`config.mk`:
```
export PLATFORM = sky130hd
export DESIGN_NAME = cpu_port_responder
export DESIGN_NICKNAME = d
export VERILOG_FILES = /design/src/rtl/cpu_port_responder_pkg.sv /design/src/rtl/cpu_port_responder_fifo.sv /design/src/rtl/cpu_port_responder.sv
export SDC_FILE = /design/constraint.sdc
export NUM_CORES = 1
export LEC_CHECK = 0
export ABC_CLOCK_PERIOD_IN_PS = 2760
export CORE_MARGIN = 1.5
export CORE_UTILIZATION = 47
export CTS_CLUSTER_SIZE = 12
export DETAILED_ROUTE_END_ITERATION = 6
export MAX_ROUTING_LAYER = met4
export PLACE_DENSITY = 0.83
export SLEW_MARGIN = 20
export SYNTH_ARGS = -nofsm -noshare
export SYNTH_HDL_FRONTEND = slang
export SYNTH_SLANG_ARGS = --single-unit
```
`constraint.sdc`:
```
create_clock -name clk -period 2.76 [get_ports clk]
set_clock_uncertainty 0.05 [all_clocks]
set_input_delay 0.552 -clock clk [delete_from_list [all_inputs] [get_ports clk]]
set_output_delay 0.552 -clock clk [all_outputs]
set_load 0.02 [all_outputs]
```
`src/rtl/cpu_port_responder_pkg.sv`:
```
// Shared constants and helpers for the CPU port responder.
// The optional dropped-write counter is built only when RESPONDER_OVF_COUNT_EN is defined.
package cpu_port_pkg;

    localparam int unsigned WORD_W_DEF    = 32;
    localparam int unsigned OUT_DEPTH_DEF = 4;
    localparam int unsigned OVF_CNT_W     = 8;

    typedef logic [OVF_CNT_W-1:0] ovfCount_t;

    localparam ovfCount_t OVF_CNT_MAX = {OVF_CNT_W{1'b1}};
    localparam ovfCount_t OVF_CNT_ONE = {{(OVF_CNT_W-1){1'b0}}, 1'b1};

    // Pointer width for a FIFO of the given depth (depth is a power of two).
    function automatic int unsigned clog2(input int unsigned value);
        int unsigned result;
        result = 32'd0;
        for (int unsigned i = 32'd0; i < 32'd32; i++) begin
            if ((32'd1 << i) < value) begin
                result = i + 32'd1;
            end
        end
        return result;
    endfunction

endpackage

```
`src/rtl/cpu_port_responder_fifo.sv`:
```
// Synchronous FIFO holding CPU out-port words until the host takes them.
// Storage is registered; the head word is read straight from the storage array.
module port_fifo
    import cpu_port_pkg::*;
#(
    parameter int unsigned WIDTH = WORD_W_DEF,
    parameter int unsigned DEPTH = OUT_DEPTH_DEF
) (
    input  logic             clk,
    input  logic             clr,
    input  logic             push,
    input  logic             pop,
    input  logic [WIDTH-1:0] pushData,
    output logic [WIDTH-1:0] headData,
    output logic             full,
    output logic             empty
);

    localparam int unsigned PTR_W = clog2(DEPTH);
    localparam logic [PTR_W:0] PTR_ZERO = {(PTR_W+1){1'b0}};
    localparam logic [PTR_W:0] PTR_ONE  = {{PTR_W{1'b0}}, 1'b1};

    logic [WIDTH-1:0] mem_r [DEPTH];
    logic [PTR_W:0]   wrPtr_r;
    logic [PTR_W:0]   rdPtr_r;
    logic             doPush_s;
    logic             doPop_s;

    // The extra wrap bit separates full (indices equal, wrap differs) from empty.
    assign empty    = (wrPtr_r == rdPtr_r);
    assign full     = (wrPtr_r[PTR_W-1:0] == rdPtr_r[PTR_W-1:0]) &&
                      (wrPtr_r[PTR_W] != rdPtr_r[PTR_W]);
    assign doPop_s  = pop & ~empty;
    assign doPush_s = push & (~full | doPop_s);
    assign headData = mem_r[rdPtr_r[PTR_W-1:0]];

    // Read/write pointer update.
    always_ff @(posedge clk) begin
        if (clr) begin
            wrPtr_r <= PTR_ZERO;
            rdPtr_r <= PTR_ZERO;
        end else begin
            if (doPush_s) begin
                wrPtr_r <= wrPtr_r + PTR_ONE;
            end else begin
                wrPtr_r <= wrPtr_r;
            end
            if (doPop_s) begin
                rdPtr_r <= rdPtr_r + PTR_ONE;
            end else begin
                rdPtr_r <= rdPtr_r;
            end
        end
    end

    // Storage; cleared on reset so the head output reads zero when idle.
    always_ff @(posedge clk) begin
        if (clr) begin
            for (int i = 0; i < int'(DEPTH); i++) begin
                mem_r[i] <= {WIDTH{1'b0}};
            end
        end else if (doPush_s) begin
            mem_r[wrPtr_r[PTR_W-1:0]] <= pushData;
        end
    end

endmodule

```
`src/rtl/cpu_port_responder.sv`:
```
// Device-side peer of the CPU in/out ports: out-port words queue to the host, one host word is held for the CPU.
// Define RESPONDER_OVF_COUNT_EN to build the saturating dropped-write counter behind ovf_count.
module cpu_port_responder
    import cpu_port_pkg::*;
#(
    parameter int unsigned WORD_W    = WORD_W_DEF,
    parameter int unsigned OUT_DEPTH = OUT_DEPTH_DEF
) (
    input  logic                 clk,
    input  logic                 clr,
    input  logic                 out_wr,
    input  logic [WORD_W-1:0]    out_data,
    input  logic                 in_rd,
    output logic [WORD_W-1:0]    in_data,
    output logic                 in_full,
    output logic [WORD_W-1:0]    host_tx_data,
    output logic                 host_tx_valid,
    input  logic                 host_tx_ready,
    input  logic [WORD_W-1:0]    host_rx_data,
    input  logic                 host_rx_valid,
    output logic                 host_rx_ready,
    output logic                 out_ovf,
    output logic [OVF_CNT_W-1:0] ovf_count
);

    logic fifoFull_s;
    logic fifoEmpty_s;
    logic txPop_s;
    logic txPush_s;
    logic dropWrite_s;
    logic rxLoad_s;

    assign host_tx_valid = ~fifoEmpty_s;
    assign txPop_s       = host_tx_valid & host_tx_ready;
    // A write into a full FIFO still lands if the head leaves in the same cycle.
    assign txPush_s      = out_wr & (~fifoFull_s | txPop_s);
    assign dropWrite_s   = out_wr & fifoFull_s & ~txPop_s;

    assign host_rx_ready = ~in_full | in_rd;
    assign rxLoad_s      = host_rx_valid & host_rx_ready;

    port_fifo #(
        .WIDTH (WORD_W),
        .DEPTH (OUT_DEPTH)
    ) u_outFifo (
        .clk      (clk),
        .clr      (clr),
        .push     (txPush_s),
        .pop      (txPop_s),
        .pushData (out_data),
        .headData (host_tx_data),
        .full     (fifoFull_s),
        .empty    (fifoEmpty_s)
    );

    // Held host word for the CPU in-port; a read only retires the flag, data stays.
    always_ff @(posedge clk) begin
        if (clr) begin
            in_data <= {WORD_W{1'b0}};
            in_full <= 1'b0;
        end else if (rxLoad_s) begin
            in_data <= host_rx_data;
            in_full <= 1'b1;
        end else if (in_rd & in_full) begin
            in_data <= in_data;
            in_full <= 1'b0;
        end else begin
            in_data <= in_data;
            in_full <= in_full;
        end
    end

    // Sticky overflow flag, cleared only by reset.
    always_ff @(posedge clk) begin
        if (clr) begin
            out_ovf <= 1'b0;
        end else if (dropWrite_s) begin
            out_ovf <= 1'b1;
        end else begin
            out_ovf <= out_ovf;
        end
    end

`ifdef RESPONDER_OVF_COUNT_EN
    ovfCount_t ovfCount_r;

    // Saturating dropped-write counter.
    always_ff @(posedge clk) begin
        if (clr) begin
            ovfCount_r <= {OVF_CNT_W{1'b0}};
        end else if (dropWrite_s && (ovfCount_r != OVF_CNT_MAX)) begin
            ovfCount_r <= ovfCount_r + OVF_CNT_ONE;
        end else begin
            ovfCount_r <= ovfCount_r;
        end
    end

    assign ovf_count = ovfCount_r;
`else
    assign ovf_count = {OVF_CNT_W{1'b0}};
`endif

endmodule

```
# [After elaboration in Yosys (flattened, before gate mapping)]
# Memories as Yosys holds them, arrays and structs flattened. A register that Yosys moved wholly into a read port is not among the register bits.
# Index checks and enable logic that the tools add are counted.
[op_classes] eq_ne=3 mux=12 reduce_logical=3 multipliers=0 n_div=0 n_addsub=2 bitwise_logic=15 n_lt_le_gt_ge=0 n_shift=0
[ops] operator="$mux 32" count=1
[ops] operator="$reduce_or 32->1" count=1
[ops] operator="$and 1x1->1" count=8
[ops] operator="$mux 1" count=8
[ops] operator="$add 3x1->3 const B" count=2
[ops] operator="$mux 2" count=3
[ops] operator="$not 1->1" count=4
[ops] operator="$eq 3x3->1" count=1
[ops] operator="$or 1x1->1" count=3
[ops] operator="$eq 2x2->1" count=1
[ops] operator="$reduce_bool 2->1" count=1
[ops] operator="$logic_and 1x1->1" count=1
[ops] operator="$ne 1x1->1" count=1
[word_totals] latch_bits=0 mem_count=1 elab_cells=41 input_bits=70 output_inout_bits=76 reg_bits=40 mem_bits_ro=0 mem_bits_rw=128
[mem_list] name="u_outFifo.mem_r" depth=4 width=32 read_ports=1 rd_clocked_by_memory_dff=1 write_ports=4 line="cpu_port_responder_fifo.sv:23" rtl="logic [WIDTH-1:0] mem_r [DEPTH];"

# [Depth between registers and ports, before layout]
# Gate-level depths: netlist of run 1.
[depth] ltp_word=11 mapped_depth=6 ltp_nobuf=5

# [Cells and area by module]
# Synthesis of run 1 repeated with hierarchy kept, for this count alone.
[unflattened] cells_unflattened=575 area_unflattened_um2=7516.0
[modules_own_cells] mod="port_fifo" cells_each=409 instances=1 area_per_inst_um2=5957.0 seq_area_each_um2=4003.8
[modules_own_cells] mod="cpu_port_responder" cells_each=166 instances=1 area_per_inst_um2=1559.0 seq_area_each_um2=680.7

# [Least setup slack after synthesis of run 1]
# Ideal clock, no wire load.
[synth_path] path_kind="register to register" start="register u_outFifo.wrPtr_r[0]" end="memory u_outFifo.mem_r[3][0] (netlist name), enable pin" synth_period_minus_slack_ns=2.892 stages_incl_launch_ff=5 required_ns=2.282 t_arrival_ns=2.414 n_path_buf=1 setup_slack_ns=-0.132 setup_ns=0.428 path_cell_list="dfxtp_1 buf_4 xor2_2 o41ai_4 o21bai_1"
[synth_lines] item="from (decl)" line="cpu_port_responder_fifo.sv:24" rtl="logic [PTR_W:0] wrPtr_r;"
[synth_lines] item="from (signal assigned)" line="cpu_port_responder_fifo.sv:44" rtl="wrPtr_r <= wrPtr_r + PTR_ONE;"
[synth_lines] item="from (signal assigned)" line="cpu_port_responder_fifo.sv:46" rtl="wrPtr_r <= wrPtr_r;"
[synth_lines] item="to (decl)" line="cpu_port_responder_fifo.sv:23"

# [Worst setup path after layout of run 1]
[layout_path] start="register u_outFifo.wrPtr_r[1]" end="output host_tx_valid"
[layout_between] elab_chain_cells=2
[layout_lines] item="$eq 3x3->1" line="cpu_port_responder_fifo.sv:30" rtl="assign empty = (wrPtr_r == rdPtr_r);"
[layout_lines] item="$not 1->1" line="cpu_port_responder.sv:33" rtl="assign host_tx_valid = ~fifoEmpty_s;"
[layout_lines] item="to (decl)" line="cpu_port_responder.sv:17" rtl="output logic host_tx_valid,"
# No other way between the ends.

==> flow_metrics.env, run 1 <==
export IMPL_outcome="completed"
export IMPL_finalSetupViolCount=0
export IMPL_gp_congestion=0.7602
export IMPL_cp_data_arrival_time_ns=2.02
export IMPL_crit_path_start_kind="flop"
export IMPL_max_cap_violations=0
export IMPL_required_ns=2.16
export IMPL_yosys_warnings=0
export IMPL_grt_pass1_wl_um=23400
export IMPL_clockBufferDepth=2
export IMPL_synth_area_leader_cell="edfxtp_1"
export IMPL_p_seq_share_pct=45.3
export IMPL_num_rows=45
export IMPL_crit_fanout=8
export IMPL_finalCriticalPeriod_ns=2.626
export IMPL_grt_usage_pct=19.84
export IMPL_drive_gt1_share_pct=14.50
export IMPL_die_area_um2=16270
export IMPL_wirelength_um=15200
export IMPL_postRouteAntennaNets=0
export IMPL_ir_drop_v=0.0004278
export IMPL_cts_clk_slew_worst_paths_ns=0.06
export IMPL_grt_setup_unrepaired="false"
export IMPL_synth_area_top_cells="edfxtp_1, dfxtp_1, and2_1"
export IMPL_avgViaCountPerCell=5.189
export IMPL_nets=728
export IMPL_vias=4447
export IMPL_crit_path_cell_trace="xor2_4 > nor2_1 > nand2_1 > clkdlybuf4s50_1"
export IMPL_clock_latency_ns=0.41
export IMPL_grt_max_degree=34
export IMPL_ys_flop_type="edfxtp_1"
export IMPL_worst_pin_slew_ns=0.5751
export IMPL_antenna_found_initial=0
export IMPL_ys_types=32
export IMPL_synthToLayoutAreaGrowth_pct=30.22
export IMPL_cts_buffers=17
export IMPL_first_pass_iters=4
export IMPL_max_slew_margin_pct=61.56
export IMPL_overflow=0
export IMPL_die_height_um=127.6
export IMPL_synth_edf_count=128
export IMPL_hold_class="reg -> reg"
export IMPL_fmax_mhz=380.8
export IMPL_avgSynthCellArea_um2=14.19
export IMPL_hold_ws_ns=0.4018
export IMPL_die_w_um=127.6
export IMPL_p_sw_share_pct=25.16
export IMPL_power_internal_mw=4.976
export IMPL_synth_seq_cells=170
export IMPL_period_share_pct=95.14
export IMPL_slew_viol_final=0
export IMPL_critPathCaptureType="primary output"
export IMPL_cts_tree="done"
export IMPL_slowest_delay_ns=0.61
export IMPL_async_flop_share_pct=0
export IMPL_synthCells=514
export IMPL_drc_errors=0
export IMPL_yosysSeqAreaShare_pct=64.24
export IMPL_fin_tns_setup_ns=0
export IMPL_core_area_um2=15200
export IMPL_critPathSlowestCell="dfxtp_1"
export IMPL_cts_sinks=170
export IMPL_power_density_nw_per_um2=700.2
export IMPL_syn_area_um2=7292
export IMPL_drt_iter0_drc=412
export IMPL_grt_pass1_vias=4511
export IMPL_n_antenna_cell=0
export IMPL_io_buffers=137
export IMPL_cts_root_buffer="clkbuf_16"
export IMPL_synth_top_area_share_pct=52.71
export IMPL_switchingPower_mw=1.673
export IMPL_dp_hpwl_um=9685
export IMPL_htreeDepth=4
export IMPL_p_leak_nw=3.655
export IMPL_synth_commonest_cells="edfxtp_1, and2_1, nand2_1, dfxtp_1, a21oi_1"
export IMPL_power_share_clock_pct=35.3
export IMPL_yosysMostFrequentCell="edfxtp_1"
export IMPL_routedWlPerCell_um=17.74
export IMPL_combPwrFrac_pct=19.4
export IMPL_start_util_pct=47.97
export IMPL_critical_path_class="reg -> out"
export IMPL_hold_violations=0
export IMPL_ioPinCount=146
[per-layer routing]
| layer | GRT usage, % | vias to the layer above | wire length, um | share of wire [%] |
|---|---|---|---|---|
| li1 | - | 2085 | - | - |
| met5 | - | - | 0 | 0 |
| met2 | 32.69 | 170 | 7706 | 51 |
| met3 | 5.737 | 8 | 1007 | 6.6 |
| met1 | 24.26 | 2184 | 6382 | 42 |
| met4 | 4.947 | 0 | 103 | 0.68 |
[metrics by stage]
stage                     std cells  total power [mW]  area, um2  utilization (%)  setup WS, ns
after global routing            857             6.903       9495            62.46       0.04330
final                           857             6.648       9495            62.46        0.1342
after CTS                       855             6.678       9423            61.98     0.0006308
after detailed placement        823             4.405       8870            58.35        0.1609
after floorplan                 521             3.817       7322                -        0.3493
after global placement          823             4.374       8870            58.35        0.1774
[cells in the final DEF, fill, tap and decap left out, types with 3 or more instances in the layout]
| cell | Yosys | layout |
|---|---|---|
| conb_1 | 1 | 8 |
| clkinv_2 | 0 | 3 |
| xor2_1 | 3 | 3 |
| edfxtp_1 | 128 | 128 |
| buf_12 | 0 | 5 |
| or2_2 | 0 | 3 |
| clkdlybuf4s50_1 | 0 | 105 |
| clkinv_1 | 0 | 3 |
| dfxtp_1 | 42 | 40 |
| nand2_1 | 68 | 68 |
| dlymetal6s2s_1 | 0 | 8 |
| mux4_2 | 32 | 32 |
| bufinv_16 | 0 | 3 |
| nor2_1 | 9 | 9 |
| a21oi_1 | 33 | 33 |
| dlygate4sd2_1 | 0 | 24 |
| and2_1 | 125 | 125 |
| buf_4 | 9 | 13 |
| clkbuf_16 | 0 | 18 |
| xnor2_1 | 4 | 4 |
[state kept, by name, summed over array words and instances, names as in the netlist, named ones only]
| signal | flops |
|---|---|
| out_ovf | 1 |
| in_full | 1 |
| u_outFifo.mem_r | 128 |
| u_outFifo.rdPtr_r | 3 |
| in_data | 32 |
| u_outFifo.wrPtr_r | 3 |
[cell type report]
| cell class | instances | area (um2) |
|---|---|---|
| fillers | 1081 | 5707 |
| flip-flops and latches | 170 | 4687 |
| multi-input cells | 308 | 2371 |
| repair buffers | 157 | 1612 |
| clock buffers | 19 | 432.9 |
| well taps | 188 | 235.2 |
| clock inverters | 13 | 150.1 |
| inverters | 2 | 7.507 |
[repair_timing]
| action | 4_1_cts | 5_1_grt |
|---|---|---|
| gates resized for setup | 24 | 8 |
| endpoints found under the setup margin | 24 | 8 |
| cloned | 0 | 1 |
| setup buffers | 0 | 0 |
| pin swaps | 0 | 0 |
| hold buffers | 0 | 0 |
[power groups by stage]
| stage | logic (mW) | registers [mW] | clock network (mW) |
|---|---|---|---|
| after CTS | 1.29 | 3.01 | 2.39 |
| final | 1.29 | 3.01 | 2.35 |
| after global routing | 1.37 | 3.03 | 2.50 |
| after detailed placement | 1.35 | 3.06 | 0 |
| after global placement | 1.33 | 3.04 | 0 |
| after floorplan | 0.759 | 3.06 | 0 |
[critical path, delay by kind of cell (launching register included)]
| kind | cells | cell delay [ns] |
|---|---|---|
| AND/OR/NAND/NOR | 2 | 0.15 |
| XOR/XNOR | 1 | 0.25 |
| buffers and inverters | 1 | 0.60 |
| flip-flops | 1 | 0.61 |
[path summary, 6_finish.rpt]
kind              slack [ns]                  from                    end  cells past startpoint
hold / removal          0.40           in_data[16]            in_data[16]                      2
hold reg to reg         0.40           in_data[16]            in_data[16]                      2
setup / recovery        0.13  u_outFifo.wrPtr_r[1]          host_tx_valid                      4
setup reg to reg        0.48  u_outFifo.wrPtr_r[1]  u_outFifo.mem_r[0][4]                      6
[kinds of logic after synthesis]
logic type	share of synthesized area (%)
muxes	10.16
and+or+nand+nor	16.20
buffers and inverters	3.758
adders and majority gates	0.3431
DFF	64.24
AOI/OAI and AO/OA	3.586
other	0.05143
xor gates and xnor gates	1.664
No activity file was read; power rests on OpenSTA's default activity.
==> run 2, diff against run 1 <==
--- a/config.mk
+++ b/config.mk
@@ -10,7 +10,6 @@
 export CORE_UTILIZATION = 47
 export CTS_CLUSTER_SIZE = 12
 export DETAILED_ROUTE_END_ITERATION = 6
-export MAX_ROUTING_LAYER = met4
 export PLACE_DENSITY = 0.83
 export SLEW_MARGIN = 20
 export SYNTH_ARGS = -nofsm -noshare
==> run 2 against run 1 <==
Net effect: via count rose by 0.16%; global-route usage fell by 0.61 points; first-iteration DRC count fell by 2.9%; count of clock-buffer cells in the layout did not move; sequential power barely moved; fmax barely moved; total power barely moved; register-to-register slack barely moved; highest routed layer unchanged; sequential share of layout area did not move.
==> flow_metrics.env, run 2 (synthesis gave the netlist of run 1 again) <==
export IMPL_grt_usage_pct=19.24
export IMPL_synthToLayoutAreaGrowth_pct=30.22
export IMPL_io_buffers=137
export IMPL_dpl_cell_area_um2=8870
export IMPL_dp_slack_ns=0.1609
export IMPL_p_leak_nw=3.655
export IMPL_switchingPower_mw=1.671
export IMPL_die_w_um=127.6
export IMPL_crit_path_cell_trace="xor2_4 > nor2_1 > nand2_1 > clkdlybuf4s50_1"
export IMPL_power_internal_mw=4.976
export IMPL_grt_max_degree=34
export IMPL_largest_register_ffs=128
export IMPL_max_cap_violations=0
export IMPL_htreeDepth=4
export IMPL_drc_errors=0
export IMPL_nets=728
export IMPL_grt_pass1_vias=4495
export IMPL_avgViaCountPerCell=5.197
export IMPL_crit_path_start_kind="flop"
export IMPL_die_height_um=127.6
export IMPL_wirelength_um=15180
export IMPL_cp_data_arrival_time_ns=2.02
export IMPL_drive_gt1_share_pct=14.50
export IMPL_finalCriticalPeriod_ns=2.625
export IMPL_core_area_um2=15200
export IMPL_stdcell_area_um2=9495
export IMPL_cts_buffers=17
export IMPL_crit_family="flip-flops"
export IMPL_crit_fanout=8
export IMPL_grt_pass1_wl_um=23450
export IMPL_cts_root_buffer="clkbuf_16"
export IMPL_postRouteAntennaNets=0
export IMPL_hold_class="reg -> reg"
export IMPL_num_rows=45
export IMPL_first_pass_iters=5
export IMPL_r2r_slack_ns=0.49
export IMPL_max_slew_margin_pct=61.88
export IMPL_grt_setup_unrepaired="false"
export IMPL_worstReg2RegEnd="u_outFifo.mem_r[0][22]"
export IMPL_crit_buf_inv=1
export IMPL_fill_cells=1081
export IMPL_cts_clk_slew_worst_paths_ns=0.06
export IMPL_p_sw_share_pct=25.14
export IMPL_critPathSlowestCell="dfxtp_1"
export IMPL_final_cell_mix="edfxtp_1, and2_1, clkdlybuf4s50_1, nand2_1, dfxtp_1"
export IMPL_p_seq_share_pct=45.3
export IMPL_worst_pin_slew_ns=0.5703
export IMPL_dp_cells=823
export IMPL_worstRegToRegCells=6
export IMPL_fin_ws_ns=0.1346
export IMPL_startpoint="u_outFifo.wrPtr_r[1]"
export IMPL_ioPinCount=146
export IMPL_hold_violations=0
export IMPL_power_density_nw_per_um2=700.0
export IMPL_critical_path_class="reg -> out"
export IMPL_ir_drop_v=0.0004286
export IMPL_clock_latency_ns=0.41
export IMPL_routedWlPerCell_um=17.71
export IMPL_cts_tree="done"
export IMPL_clockBufferDepth=2
export IMPL_gp_congestion=0.7506
export IMPL_antenna_found_initial=0
export IMPL_r2r_start="u_outFifo.wrPtr_r[1]"
export IMPL_crit_cells=4
export IMPL_top_regs="u_outFifo.mem_r x128, in_data x32"
export IMPL_slowest_delay_ns=0.61
export IMPL_cts_sinks=170
export IMPL_start_util_pct=47.97
export IMPL_p_total_mw=6.647
export IMPL_fin_tns_setup_ns=0
export IMPL_dp_hpwl_um=9685
export IMPL_finalSetupViolCount=0
export IMPL_outcome="completed"
export IMPL_slew_viol_final=0
export IMPL_period_share_pct=95.12
export IMPL_required_ns=2.16
export IMPL_vias=4454
export IMPL_crit_path_end="host_tx_valid"
export IMPL_final_common_cell="edfxtp_1"
export IMPL_fmax_mhz=380.9
export IMPL_drt_iter0_drc=400
export IMPL_die_area_um2=16270
export IMPL_regMostFlops="u_outFifo.mem_r"
export IMPL_final_cells=857
export IMPL_power_share_clock_pct=35.3
export IMPL_overflow=0
export IMPL_critPathCaptureType="primary output"
export IMPL_combPwrFrac_pct=19.4
export IMPL_n_antenna_cell=0
==> run 2: layer usage <==
layer | share of wire [%] | wire length, um | vias up | GRT usage [%]
met2 | 50 | 7628 | 168 | 32.75
li1 | - | - | 2084 | -
met3 | 7.9 | 1206 | 8 | 6.575
met1 | 41 | 6240 | 2194 | 23.58
met4 | 0.69 | 105 | 0 | 4.947
met5 | 0 | 0 | - | 0
==> run 2: cell type report <==
class | instances | area [um2] | area share [%]
clock buffer | 19 | 432.9 | 4.559
multi-input combinational | 308 | 2371 | 24.97
timing repair buffer | 157 | 1612 | 16.97
clock inverter | 13 | 150.1 | 1.581
tap | 188 | 235.2 | 2.477
sequential | 170 | 4687 | 49.36
inverter | 2 | 7.507 | 0.07906
==> run 2: metrics by stage <==
step / util [%] / hold WS, ns
floorplan: - / 0.4842
global placement: 58.35 / 0.3919
detailed placement: 58.35 / 0.3955
CTS: 61.98 / 0.4041
global route: 62.46 / 0.4210
finish: 62.46 / 0.4024
==> run 2: worst min-delay path, stage by stage (launching register included) <==
cell,delay (ns)
dfxtp_1,0.31
nand2_1,0.05
a21oi_1,0.05
==> run 2: power groups by stage <==
stage	registers (mW)	clock network [mW]	logic [mW]
2_1_floorplan	3.06	0	0.759
3_3_place_gp	3.04	0	1.33
3_5_place_dp	3.06	0	1.35
4_1_cts	3.01	2.39	1.29
5_1_grt	3.03	2.50	1.37
6_report	3.01	2.35	1.29
==> run 2: worst min-delay path by stage <==
| stage | start | to | slack [ns] | depth (start not counted) |
|---|---|---|---|---|
| 4_1_cts | in_data[16] | in_data[16] | 0.40 | 2 |
| 5_1_grt | in_data[16] | in_data[16] | 0.42 | 2 |
| 2_1_floorplan | in_data[21] | in_data[21] | 0.48 | 2 |
| 6_report | in_data[16] | in_data[16] | 0.40 | 2 |
| 3_3_place_gp | in_data[12] | in_data[12] | 0.39 | 2 |
| 3_5_place_dp | in_data[16] | in_data[16] | 0.40 | 2 |
==> run 2: timing repair <==
action	in CTS	in global routing
resized for setup	24	8
hold buffers	0	0
endpoints found under the setup margin	24	8
buffers inserted	0	0
cloned	0	1
pin swaps	0	0
==> RTL change (flow settings as in run 2) <==
Register the output `out_ovf` once more, without a reset; this adds one clock of latency there. The other outputs are not delayed to match.
--- a/src/rtl/cpu_port_responder.sv
+++ b/src/rtl/cpu_port_responder.sv
@@ -22,6 +22,8 @@
     output logic                 out_ovf,
     output logic [OVF_CNT_W-1:0] ovf_count
 );
+
+    logic out_ovf_s0;
 
     logic fifoFull_s;
     logic fifoEmpty_s;
@@ -73,11 +75,11 @@
     // Sticky overflow flag, cleared only by reset.
     always_ff @(posedge clk) begin
         if (clr) begin
-            out_ovf <= 1'b0;
+            out_ovf_s0 <= 1'b0;
         end else if (dropWrite_s) begin
-            out_ovf <= 1'b1;
+            out_ovf_s0 <= 1'b1;
         end else begin
-            out_ovf <= out_ovf;
+            out_ovf_s0 <= out_ovf_s0;
         end
     end
 
@@ -100,5 +102,9 @@
     assign ovf_count = {OVF_CNT_W{1'b0}};
 `endif
 
+    always_ff @(posedge clk) begin
+        out_ovf <= out_ovf_s0;
+    end
+
 endmodule
 
Function: changed (a bounded check fails within 10 cycles, from zero or initial values).
==> RTL change against run 2 <==
Total power rose by 0.35%; sequential cell count increased by 1; area after synthesis rose by 0.27%; wire length shrank 0.61%; sequential power about the same; worst setup slack got worse by 62 ps; final area up 0.28%; critical endpoint is now host_tx_data[19]; largest power group unchanged.
==> RTL change: results (changes against run 2) <==
synth_mux_area_share_pct: 10.1  # -0.028 points
synth_xor_area_share_pct: 1.66  # -0.0046 points
worstPathArrival_ps: 2090  # +70 ps
gr-total-overflow: 0  # unchanged
peakVddDrop_v: 0.000434  # +1.3%
synth.yosys.warnings: 0  # unchanged
synth_area_leaders: "edfxtp_1, dfxtp_1, and2_1, mux4_2, nand2_1"
power.leakage_nw: 3.73  # +2.1%
grt_pass1_wl_mm: 24.3  # +3.6%
io_buffers: 137  # unchanged
gp_congestion: 0.718  # -4.4%
drive_gt1_share_pct: 15.1  # +0.60 points
top_regs: "u_outFifo.mem_r (128), in_data (32)"
hp-class: "reg -> reg"
clockRootBuffer: "clkbuf_16"
slowest_stage: "clkdlybuf4s50_1"
synth-edff-count: 128  # unchanged
postCtsSetupRepairBufs: 0  # unchanged
antenna_found_initial: 1  # +1
grt_pass1_vias: 4719  # +5.0%
grt_max_degree: 34  # unchanged
place_inst: 825  # +0.24%
dr.pass1.iters: 4  # -1
grt_usage_pct: 19.9  # +0.71 points
htreeDepth: 4  # unchanged
synth.distinct_cells: 32  # unchanged
vias: 4455  # +0.022%
synth_seq_area_share_pct: 64.3  # +0.098 points
routedWlPerCell_um: 17.6  # -0.73%
nets: 728  # unchanged
clkPwrFrac_pct: 35.0  # -0.3 points
ys_async_sr_fraction_pct: 0  # unchanged
clock_path_buffers: 2  # unchanged
cp_slowest_stage_delay_ps: 550  # -60 ps
p_seq_mw: 3.02  # about the same
synth_compound_area_share_pct: 3.58  # -0.0098 points
cp_max_fo: 14  # +6
yosys.area_share.adder_pct: 0.342  # -0.00094 points
wirelength_mm: 15.1  # -0.61%
syn-instance-count: 515  # +0.19%
post-place-ws_ps: 22.9  # -138 ps
clkLatencyLatePin_ps: 430  # +20 ps
maxSlewHeadroom_pct: 28.4  # -33 points
cts_buffers: 17  # unchanged
swShare_pct: 25.8  # +0.67 points
ys_top_cells_by_count: "edfxtp_1, and2_1, nand2_1"
status: "finished clean"
path_clk_slew_ps: 60  # about the same
place_hpwl_mm: 9.83  # +1.5%
fillers: 1100  # +1.8%
first_iter_violations: 307  # -23%
RTL change: changes by cell type after synthesis, sizes merged:
| cell | change |
|---|---|
| dfxtp | +1 |
RTL change: worst max-delay path, delay by kind of cell, from the launching register on:
kind | cells | cell delay, ps
buffers and inverters | 2 | 740
flip-flops | 1 | 380
multiplexers | 1 | 530
RTL change: timing repair:
action                                  CTS  global route
endpoints found under the setup margin    3            21
cloned                                    0             0
gates resized for setup                   3            21
RTL change: final cells by class:
type	count	area (um^2)	area share [%]
sequential	171	4710	49.4
multi-input combinational	308	2370	24.9
timing repair buffer	156	1620	17.0
clock buffer	18	429	4.51
tap	188	235	2.47
clock inverter	14	145	1.52
inverter	2	7.51	0.0788
antenna	1	2.50	0.0263
RTL change: per-stage QoR:
step | power (mW) | cell area [um^2]
after floorplan | 3.83 | 7340
after global placement | 4.40 | 8900
after detailed placement | 4.44 | 8900
after CTS | 6.75 | 9470
after global routing | 6.92 | 9520
final | 6.67 | 9520
RTL change: final timing paths:
kind / cells after the start / from / slack, ps / endpoint
min: 0 / out_ovf_s0 / 310 / out_ovf
max reg2reg: 6 / u_outFifo.wrPtr_r[1] / 530 / u_outFifo.mem_r[0][6]
min reg2reg: 0 / out_ovf_s0 / 310 / out_ovf
max: 3 / flip-flop / 70 / host_tx_data[19]
RTL change: cell families after synthesis:
logic type,after synthesis
AOI/OAI and AO/OA,40
DFF,171
and+or+nand+nor,214
other,1
adders and majority gates,2
xor gates and xnor gates,10
muxes,34
buffers and inverters,43
RTL change: metal layers:
layer	routed length, um	GRT usage (%)	up-vias
li1	-	-	2086
met1	5960	22.6	2224
met2	7840	35.4	127
met3	1100	7.47	18
met4	184	5.55	0
met5	0	0	-
